### src/rtl/inst_decode_reg_if.sv
// Fetch-to-decode bundle: ROM instruction and run control in, decoded fields and status out.
interface inst_decode_reg_if #(
    parameter int unsigned IW  = 9,
    parameter int unsigned PCW = 10,
    parameter int unsigned TW  = 8,
    parameter int unsigned CW  = 16
);
    logic           start;
    logic           stall;
    logic           flush;
    logic [IW-1:0]  inst_in;
    logic [PCW-1:0] prog_ctr_in;
    logic           valid;
    logic [PCW-1:0] pc_out;
    logic [2:0]     opcode;
    logic [2:0]     reg_a;
    logic [2:0]     reg_b;
    logic           branch_rel_en;
    logic [TW-1:0]  target;
    logic           done;
    logic [CW-1:0]  inst_count;

    modport master (
        output start, stall, flush, inst_in, prog_ctr_in,
        input  valid, pc_out, opcode, reg_a, reg_b, branch_rel_en, target, done, inst_count
    );

    modport slave (
        input  start, stall, flush, inst_in, prog_ctr_in,
        output valid, pc_out, opcode, reg_a, reg_b, branch_rel_en, target, done, inst_count
    );
endinterface

### src/rtl/inst_decode_reg.sv
// Decode register stage: captures ROM instruction fields each cycle and sequences idle/run/halt.
module inst_decode_reg #(
    parameter int unsigned IW  = 9,
    parameter int unsigned PCW = 10,
    parameter int unsigned TW  = 8,
    parameter int unsigned CW  = 16
) (
    input  logic               clk,
    input  logic               reset,
    inst_decode_reg_if.slave   bus
);
    localparam logic [2:0]    OP_BRANCH = 3'b111;
    localparam logic [IW-1:0] HALT_INST = IW'(9'b110_111_111);
    localparam logic [CW-1:0] COUNT_MAX = {CW{1'b1}};

    typedef enum logic [1:0] {
        IDLE = 2'd0,
        RUN  = 2'd1,
        HALT = 2'd2
    } state_t;

    state_t state;

    always_ff @(posedge clk) begin
        if (reset) begin
            state             <= IDLE;
            bus.valid         <= 1'b0;
            bus.branch_rel_en <= 1'b0;
            bus.done          <= 1'b0;
            bus.pc_out        <= '0;
            bus.opcode        <= '0;
            bus.reg_a         <= '0;
            bus.reg_b         <= '0;
            bus.target        <= '0;
            bus.inst_count    <= '0;
        end else if (bus.start) begin
            // Start restarts the program regardless of stall/flush
            state             <= IDLE;
            bus.valid         <= 1'b0;
            bus.branch_rel_en <= 1'b0;
            bus.done          <= 1'b0;
            bus.inst_count    <= '0;
        end else begin
            case (state)
                IDLE: begin
                    state             <= RUN;
                    bus.valid         <= 1'b0;
                    bus.branch_rel_en <= 1'b0;
                    bus.done          <= 1'b0;
                end
                RUN: begin
                    if (bus.flush) begin
                        bus.valid         <= 1'b0;
                        bus.branch_rel_en <= 1'b0;
                    end else if (!bus.stall) begin
                        bus.valid         <= 1'b1;
                        bus.pc_out        <= bus.prog_ctr_in;
                        bus.opcode        <= bus.inst_in[8:6];
                        bus.reg_a         <= bus.inst_in[5:3];
                        bus.reg_b         <= bus.inst_in[2:0];
                        bus.branch_rel_en <= (bus.inst_in[8:6] == OP_BRANCH);
                        bus.target        <= {{(TW-6){bus.inst_in[5]}}, bus.inst_in[5:0]};
                        if (bus.inst_count != COUNT_MAX)
                            bus.inst_count <= bus.inst_count + CW'(1);
                        if (bus.inst_in == HALT_INST)
                            state <= HALT;
                    end
                end
                HALT: begin
                    bus.done          <= 1'b1;
                    bus.valid         <= 1'b0;
                    bus.branch_rel_en <= 1'b0;
                end
                default: begin
                    state             <= IDLE;
                    bus.valid         <= 1'b0;
                    bus.branch_rel_en <= 1'b0;
                    bus.done          <= 1'b0;
                end
            endcase
        end
    end
endmodule

### src/flat_wrapper.sv
// flat-port wrapper written by rule: the top's interface ports become plain ports
module inst_decode_reg_flat 
#(
    parameter int unsigned IW  = 9,
    parameter int unsigned PCW = 10,
    parameter int unsigned TW  = 8,
    parameter int unsigned CW  = 16
)
  (clk, reset, bus_start, bus_stall, bus_flush, bus_inst_in, bus_prog_ctr_in, bus_valid, bus_pc_out, bus_opcode, bus_reg_a, bus_reg_b, bus_branch_rel_en, bus_target, bus_done, bus_inst_count);
  inst_decode_reg_if #(.IW(IW), .PCW(PCW), .TW(TW), .CW(CW)) bus_i ();
  input  logic clk;
  input  logic reset;
  input wire logic [$bits(bus_i.start)-1:0] bus_start;
  input wire logic [$bits(bus_i.stall)-1:0] bus_stall;
  input wire logic [$bits(bus_i.flush)-1:0] bus_flush;
  input wire logic [$bits(bus_i.inst_in)-1:0] bus_inst_in;
  input wire logic [$bits(bus_i.prog_ctr_in)-1:0] bus_prog_ctr_in;
  output wire logic [$bits(bus_i.valid)-1:0] bus_valid;
  output wire logic [$bits(bus_i.pc_out)-1:0] bus_pc_out;
  output wire logic [$bits(bus_i.opcode)-1:0] bus_opcode;
  output wire logic [$bits(bus_i.reg_a)-1:0] bus_reg_a;
  output wire logic [$bits(bus_i.reg_b)-1:0] bus_reg_b;
  output wire logic [$bits(bus_i.branch_rel_en)-1:0] bus_branch_rel_en;
  output wire logic [$bits(bus_i.target)-1:0] bus_target;
  output wire logic [$bits(bus_i.done)-1:0] bus_done;
  output wire logic [$bits(bus_i.inst_count)-1:0] bus_inst_count;
  assign bus_i.start = bus_start;
  assign bus_i.stall = bus_stall;
  assign bus_i.flush = bus_flush;
  assign bus_i.inst_in = bus_inst_in;
  assign bus_i.prog_ctr_in = bus_prog_ctr_in;
  assign bus_valid = bus_i.valid;
  assign bus_pc_out = bus_i.pc_out;
  assign bus_opcode = bus_i.opcode;
  assign bus_reg_a = bus_i.reg_a;
  assign bus_reg_b = bus_i.reg_b;
  assign bus_branch_rel_en = bus_i.branch_rel_en;
  assign bus_target = bus_i.target;
  assign bus_done = bus_i.done;
  assign bus_inst_count = bus_i.inst_count;
  inst_decode_reg #(.IW(IW), .PCW(PCW), .TW(TW), .CW(CW)) u_core (.clk(clk), .reset(reset), .bus(bus_i));
endmodule
### config.mk
export PLATFORM = sky130hd
export DESIGN_NAME = inst_decode_reg_flat
export DESIGN_NICKNAME = d
export VERILOG_FILES = /design/src/rtl/inst_decode_reg_if.sv /design/src/rtl/inst_decode_reg.sv /design/src/flat_wrapper.sv
export SDC_FILE = /design/constraint.sdc
export NUM_CORES = 1
export LEC_CHECK = 0
export ABC_AREA = 1
export CAP_MARGIN = 20
export CORE_MARGIN = 1
export CORE_UTILIZATION = 41
export CTS_CLUSTER_SIZE = 14
export DETAILED_ROUTE_END_ITERATION = 12
export GPL_TIMING_DRIVEN = 0
export PLACE_DENSITY = 0.78
export SLEW_MARGIN = 5
export SYNTH_ARGS = -nofsm -noshare
export SYNTH_HDL_FRONTEND = slang
export SYNTH_SLANG_ARGS = --single-unit
### constraint.sdc
create_clock -name clk -period 1.5 [get_ports clk]
set_clock_uncertainty 0.1 [all_clocks]
set_input_delay 0.3 -clock clk [delete_from_list [all_inputs] [get_ports clk]]
set_output_delay 0.3 -clock clk [all_outputs]
set_load 0.03 [all_outputs]
After elaboration in Yosys (flattened, before gate mapping)
Cells that the tools add are included.
{"block": "op_classes", "n_eq_ne": 8, "mux": 5, "bitwise_logic": 5, "addsub": 1, "reduce_logical": 6}
{"operator": "adder 16 x 1 -> 16 bit (second input constant)", "n": 1}
{"operator": "!= test 16 bit (second input constant)", "n": 1}
{"operator": "AND reduction 4 bit", "n": 3}
{"operator": "== test 9 bit (second input constant)", "n": 1}
{"operator": "two-way mux 2 bit", "n": 3}
{"operator": "one-hot mux 2 bit (3 select lines)", "n": 1}
{"operator": "inverter 1 bit", "n": 5}
{"operator": "!= test 2 bit (second input constant)", "n": 2}
{"operator": "OR reduction 4 bit", "n": 1}
{"operator": "== test 3 bit (second input constant)", "n": 1}
{"operator": "== test 2 x 1 -> 1 bit (second input constant)", "n": 1}
{"operator": "== test 2 bit (second input constant)", "n": 1}
{"operator": "logical NOT 2 bit", "n": 1}
{"operator": "!= test 2 x 1 -> 1 bit (second input constant)", "n": 1}
{"operator": "one-hot mux 1 bit (2 select lines)", "n": 1}
{"operator": "OR reduction 2 bit", "n": 1}
{"block": "word_totals", "register_bits": 46, "out_inout_bits": 46, "inputBits": 24, "wordCells": 35}

Logic depth before layout (Yosys ltp)
Gate-level depths: netlist (run 1).
{"block": "logic_depth", "word_depth": 5, "mapped_depth": 10, "ltp_nobuf": 9}

Least setup slack after synthesis (run 1)
OpenSTA, ideal clock, no wires.
{"block": "synth_path", "path_kind": "reg-to-reg", "from": "register u_core.bus.inst_count[1]", "to": "register u_core.bus.inst_count[13]", "setup_slack_ps": -333, "n_path_buf": 1, "t_required_ps": 1331, "arrival_ps": 1663, "path_stages_with_launch": 11, "synth_period_minus_slack_ps": 1833, "setup_time_ps": 69, "path_cell_list": "dfxtp_1 -> ha_1 -> nand3_2 -> inv_2 -> nand2_4 -> nor2_8 -> nand2_4 -> nand2_8 -> buf_12 -> nand2_1 -> a21oi_2"}
{"block": "synth_between", "elab_chain_cells": 2, "word_cells_on_any_way": 3, "cone_classes": "add/sub: 1; eq/ne: 1; reduce/logical: 1"}
{"element": "start: declaration", "line": "inst_decode_reg_if.sv:30", "rtl": "output valid, pc_out, opcode, reg_a, reg_b, branch_rel_en, target, done, inst_count"}
{"element": "start signal: assignment", "line": "inst_decode_reg.sv:64", "rtl": "bus.inst_count <= bus.inst_count + CW'(1);"}
{"element": "parallel branches: the longest is 2 deep, another holds adder 16 x 1 -> 16 bit"}
Several ways; the timed one is not identified.
A chain may end at the register's enable or synchronous reset.

Worst setup path in the final report (run 1)
{"block": "layout_path", "from": "register u_core.bus.inst_count[8]", "to": "register u_core.bus.inst_count[2]"}
{"block": "layout_between", "elab_chain_cells": 2}
{"element": "!= test 16 bit", "line": "inst_decode_reg.sv:63", "rtl": "if (bus.inst_count != COUNT_MAX)"}
{"element": "AND reduction 4 bit (no source line)"}
Every way passes these cells.

==> results.md, run 1 <==
- Worst-Margin Slew: roughly 330 ps
- Placeable Area: roughly 4700 sq um
- Final WS setup: -46.8 ps
- Setup Viol. Count Final: 14
- Final Core Density: about 70%
- Net switching power: about 530 uW
- GRT Residual Overflow: 0
- Clock-pin slew on the worst setup and hold paths: ~90 ps
- Area growth, synth to finish: 64.7%
- Max-cap violations: 0
- Clock Path Buffers: 2
- Final Cell Area: ~3300 sq um
- Share of cells above drive strength 1: a little over a third
- Crit-path cells: nand2_2, nor2_4, inv_2, nor2_8, nand2_8, nand2_8, buf_16, nand2_1, a21oi_1
- Hold Crit Class: in -> reg
- Vias in the first global route: 2047
- Critical-path top delay cell: dfxtp_4
- I/O Buffers: 69
- Cts hold-fix bufs: 0
- Register area share after synthesis: approximately two fifths
- Cts bufs inserted: 5
- Critical Path RT: 1620 ps
- Sequential power share: 48.5%
- Ranking of synthesized cells by area: dfxtp_1, nand2_1, nor2_1
- Starting Density: 42.6%
- RSZ-0062 raised after global routing: yes
- Detailed-route via count: 2206
- Largest net degree at the start of global routing: 14
- Final worst path period share: 103%
- F_max: roughly 0.65 GHz
- Residual DRC: 0
- Type of origin of the critical path: flop
- Crit. End Element: flop
- Detail Placement HPWL: 3.64 mm
- Crit path kind: reg -> reg
- Synth Flop Type: dfxtp_1
- H-tree depth: 2
- Placed Area: 2830 sq um
- Most frequent cell on the critical path: nand2_8
- Worst skew pair latency: roughly 300 ps
- Clock power share: 41.4%
- Post-Synthesis Cells: about 280
- Initial DRC count: 96
- Syn_area_per_cell: around 7.3 sq um
- Max incr delay on CP: 410 ps
- CP Data Arrival Time: between 1500 and 2000 ps
- Nets: 400
- DIE WIDTH: 72.0 um
- Outcome: finished, violations left
- Power per cell area: 660 nW/um^2
- Mapped Area: 2010 sq um
- Antenna Violating Nets Remaining: 0
- DP Worst Slack: -577 ps
- Root buffer cell: clkbuf_8
- Area fraction of the dominant cell type after synthesis: between 30% and 40%
- Initial antenna violation count: 0
- Worst slew margin: between 70 and 80%
- Cell-internal power: between 1.5 and 2 mW
- First-pass iteration count of the detailed router: 4
- P_leak: roughly 1.4 nW
- Asr flop ratio synth: 0%
- Synthesis Warnings: 0
- Min Tclk post-route: about 1500 ps
- Die height: around 72 um
- Final Hold Vio Count: 0
- Ports: 70
- Die Area: between 5000 and 6000 sq um
- Number of flops mapped to enable cells by yosys: 0
- Commonest cells after routing, fill and taps aside: nand2_1, buf_4, nor2_1, clkdlybuf4s50_1, dfxtp_1
- Syn Nets: 302
- Hold Slack: approximately 190 ps
- Clk sinks: 40
- Most area-hungry cell type in the Yosys netlist: dfxtp_1
- Tot Pwr: 2.18 mW
- WL/cell: about 14 um
- Maximum VDD drop: 0.000487 V
- Post-synth cell types: 33
- Worst Path Max Fanout: 6
- Antenna diode count: 0
- Max Slew Vio Count: 0
- GRT Total Usage: around 23%
- Sw frac: ~24%
- Failing checks: negative setup slack
- Routed WL: 6.17 mm
- Combinational cell fraction of total power: between 10 and 15%
- Site Rows: 25
- Via-to-Cell Ratio: between 4 and 5
- First-pass GRT wire length: approximately 9 mm
- Synth Register Bits: 40
- Placer Congestion: 0.820
- Commonest non-fill, non-tap cell in the layout: nand2_1
- TritonCTS clock tree: built
-- registers in the layout, summed over array words and instances, names as in the netlist --
register / cells
u_core.bus.opcode: 3
u_core.bus.branch_rel_en: 1
u_core.bus.target: 3
u_core.bus.done: 1
u_core.state: 2
u_core.bus.reg_a: 3
u_core.bus.valid: 1
u_core.bus.inst_count: 16
u_core.bus.pc_out: 10
-- critical path, delay by kind of cell, from the launching register on --
family / cells / cell delay, ps
AND/OR/NAND/NOR: 6 / 630
AO/OA/AOI/OAI: 1 / 110
flip-flops: 1 / 410
buffers and inverters: 2 / 210
-- path summary, 6_finish.rpt --
kind | slack, ps | to | from | depth (start not counted)
worst min register to register | 360 | u_core.bus.pc_out[5] | u_core.bus.pc_out[5] | 2
worst min-delay path | 190 | u_core.bus.valid | bus_stall | 2
worst max-delay path | -50 | u_core.bus.inst_count[2] | u_core.bus.inst_count[8] | 9
worst max register to register | -50 | u_core.bus.inst_count[2] | u_core.bus.inst_count[8] | 9
-- per-layer routing --
metal	GRT usage (%)	share of wire [%]	wire length (um)	up-vias
met1	24.8	40	2440	1013
met5	0	0	0	-
met4	10.0	2.7	168	0
met2	39.6	50	3080	92
met3	7.78	7.9	485	16
li1	-	-	-	1085
-- power by group through the flow --
stage / Sequential (mW) / Combinational (mW) / Clock [mW]
floorplan: 1.12 / 0.0700 / 0
global placement: 1.10 / 0.192 / 0
detailed placement: 1.10 / 0.194 / 0
CTS: 1.07 / 0.207 / 0.919
global route: 1.06 / 0.235 / 0.974
finish: 1.06 / 0.220 / 0.904
-- repair_timing --
action | CTS | global route
setup buffers | 16 | 7
resized for setup | 95 | 77
cloned | 1 | 0
endpoints found under the setup margin | 81 | 59
pin swaps | 10 | 14
-- area by class of cell --
| cell class | count | area (sq um) |
|---|---|---|
| Multi-Input combinational cell | 196 | 1200 |
| Clock inverter | 3 | 41.3 |
| Buffer | 14 | 113 |
| Sequential cell | 40 | 851 |
| Fill cell | 368 | 1410 |
| Clock buffer | 5 | 68.8 |
| Inverter | 26 | 103 |
| Tap cell | 67 | 83.8 |
| Timing Repair Buffer | 92 | 851 |
-- cells in the mapped netlist (3+ instances only) --
master and n:
nor2_1 32, a21oi_2 6, o21ai_0 5, a21oi_1 22
nand4_1 4, clkbuf_1 3, dfxtp_1 40, a211oi_1 6
nand3b_1 3, nand2_1 81, buf_4 10, inv_1 21
inv_2 4, nand3_1 15
-- stage by stage --
step	cells	setup TNS, ps
2_1_floorplan	277	-380
3_3_place_gp	413	-17000
3_5_place_dp	413	-18110
4_1_cts	438	-53.8
5_1_grt	443	-1620
6_report	443	-346
-- kinds of logic (layout without fill, tap and decap cells) --
logic type	count (synthesis)	count (layout)	share of synthesized area [%]
and+or+nand+nor	149	149	34.7
AOI/OAI and AO/OA	43	43	13.1
buffers and inverters	41	140	10.5
DFF	40	40	39.8
xor gates and xnor gates	3	3	1.31
adders and majority gates	1	1	0.622
(Power assumes the default switching activity.)
==> run 2, diff against run 1 <==
--- a/config.mk
+++ b/config.mk
@@ -12,6 +12,7 @@
 export CTS_CLUSTER_SIZE = 14
 export DETAILED_ROUTE_END_ITERATION = 12
 export GPL_TIMING_DRIVEN = 0
+export HOLD_SLACK_MARGIN = 0.02
 export PLACE_DENSITY = 0.78
 export SLEW_MARGIN = 5
 export SYNTH_ARGS = -nofsm -noshare
==> results of run 2 <==
Same layout as run 1: the final DEF is identical, and so are final timing and power.
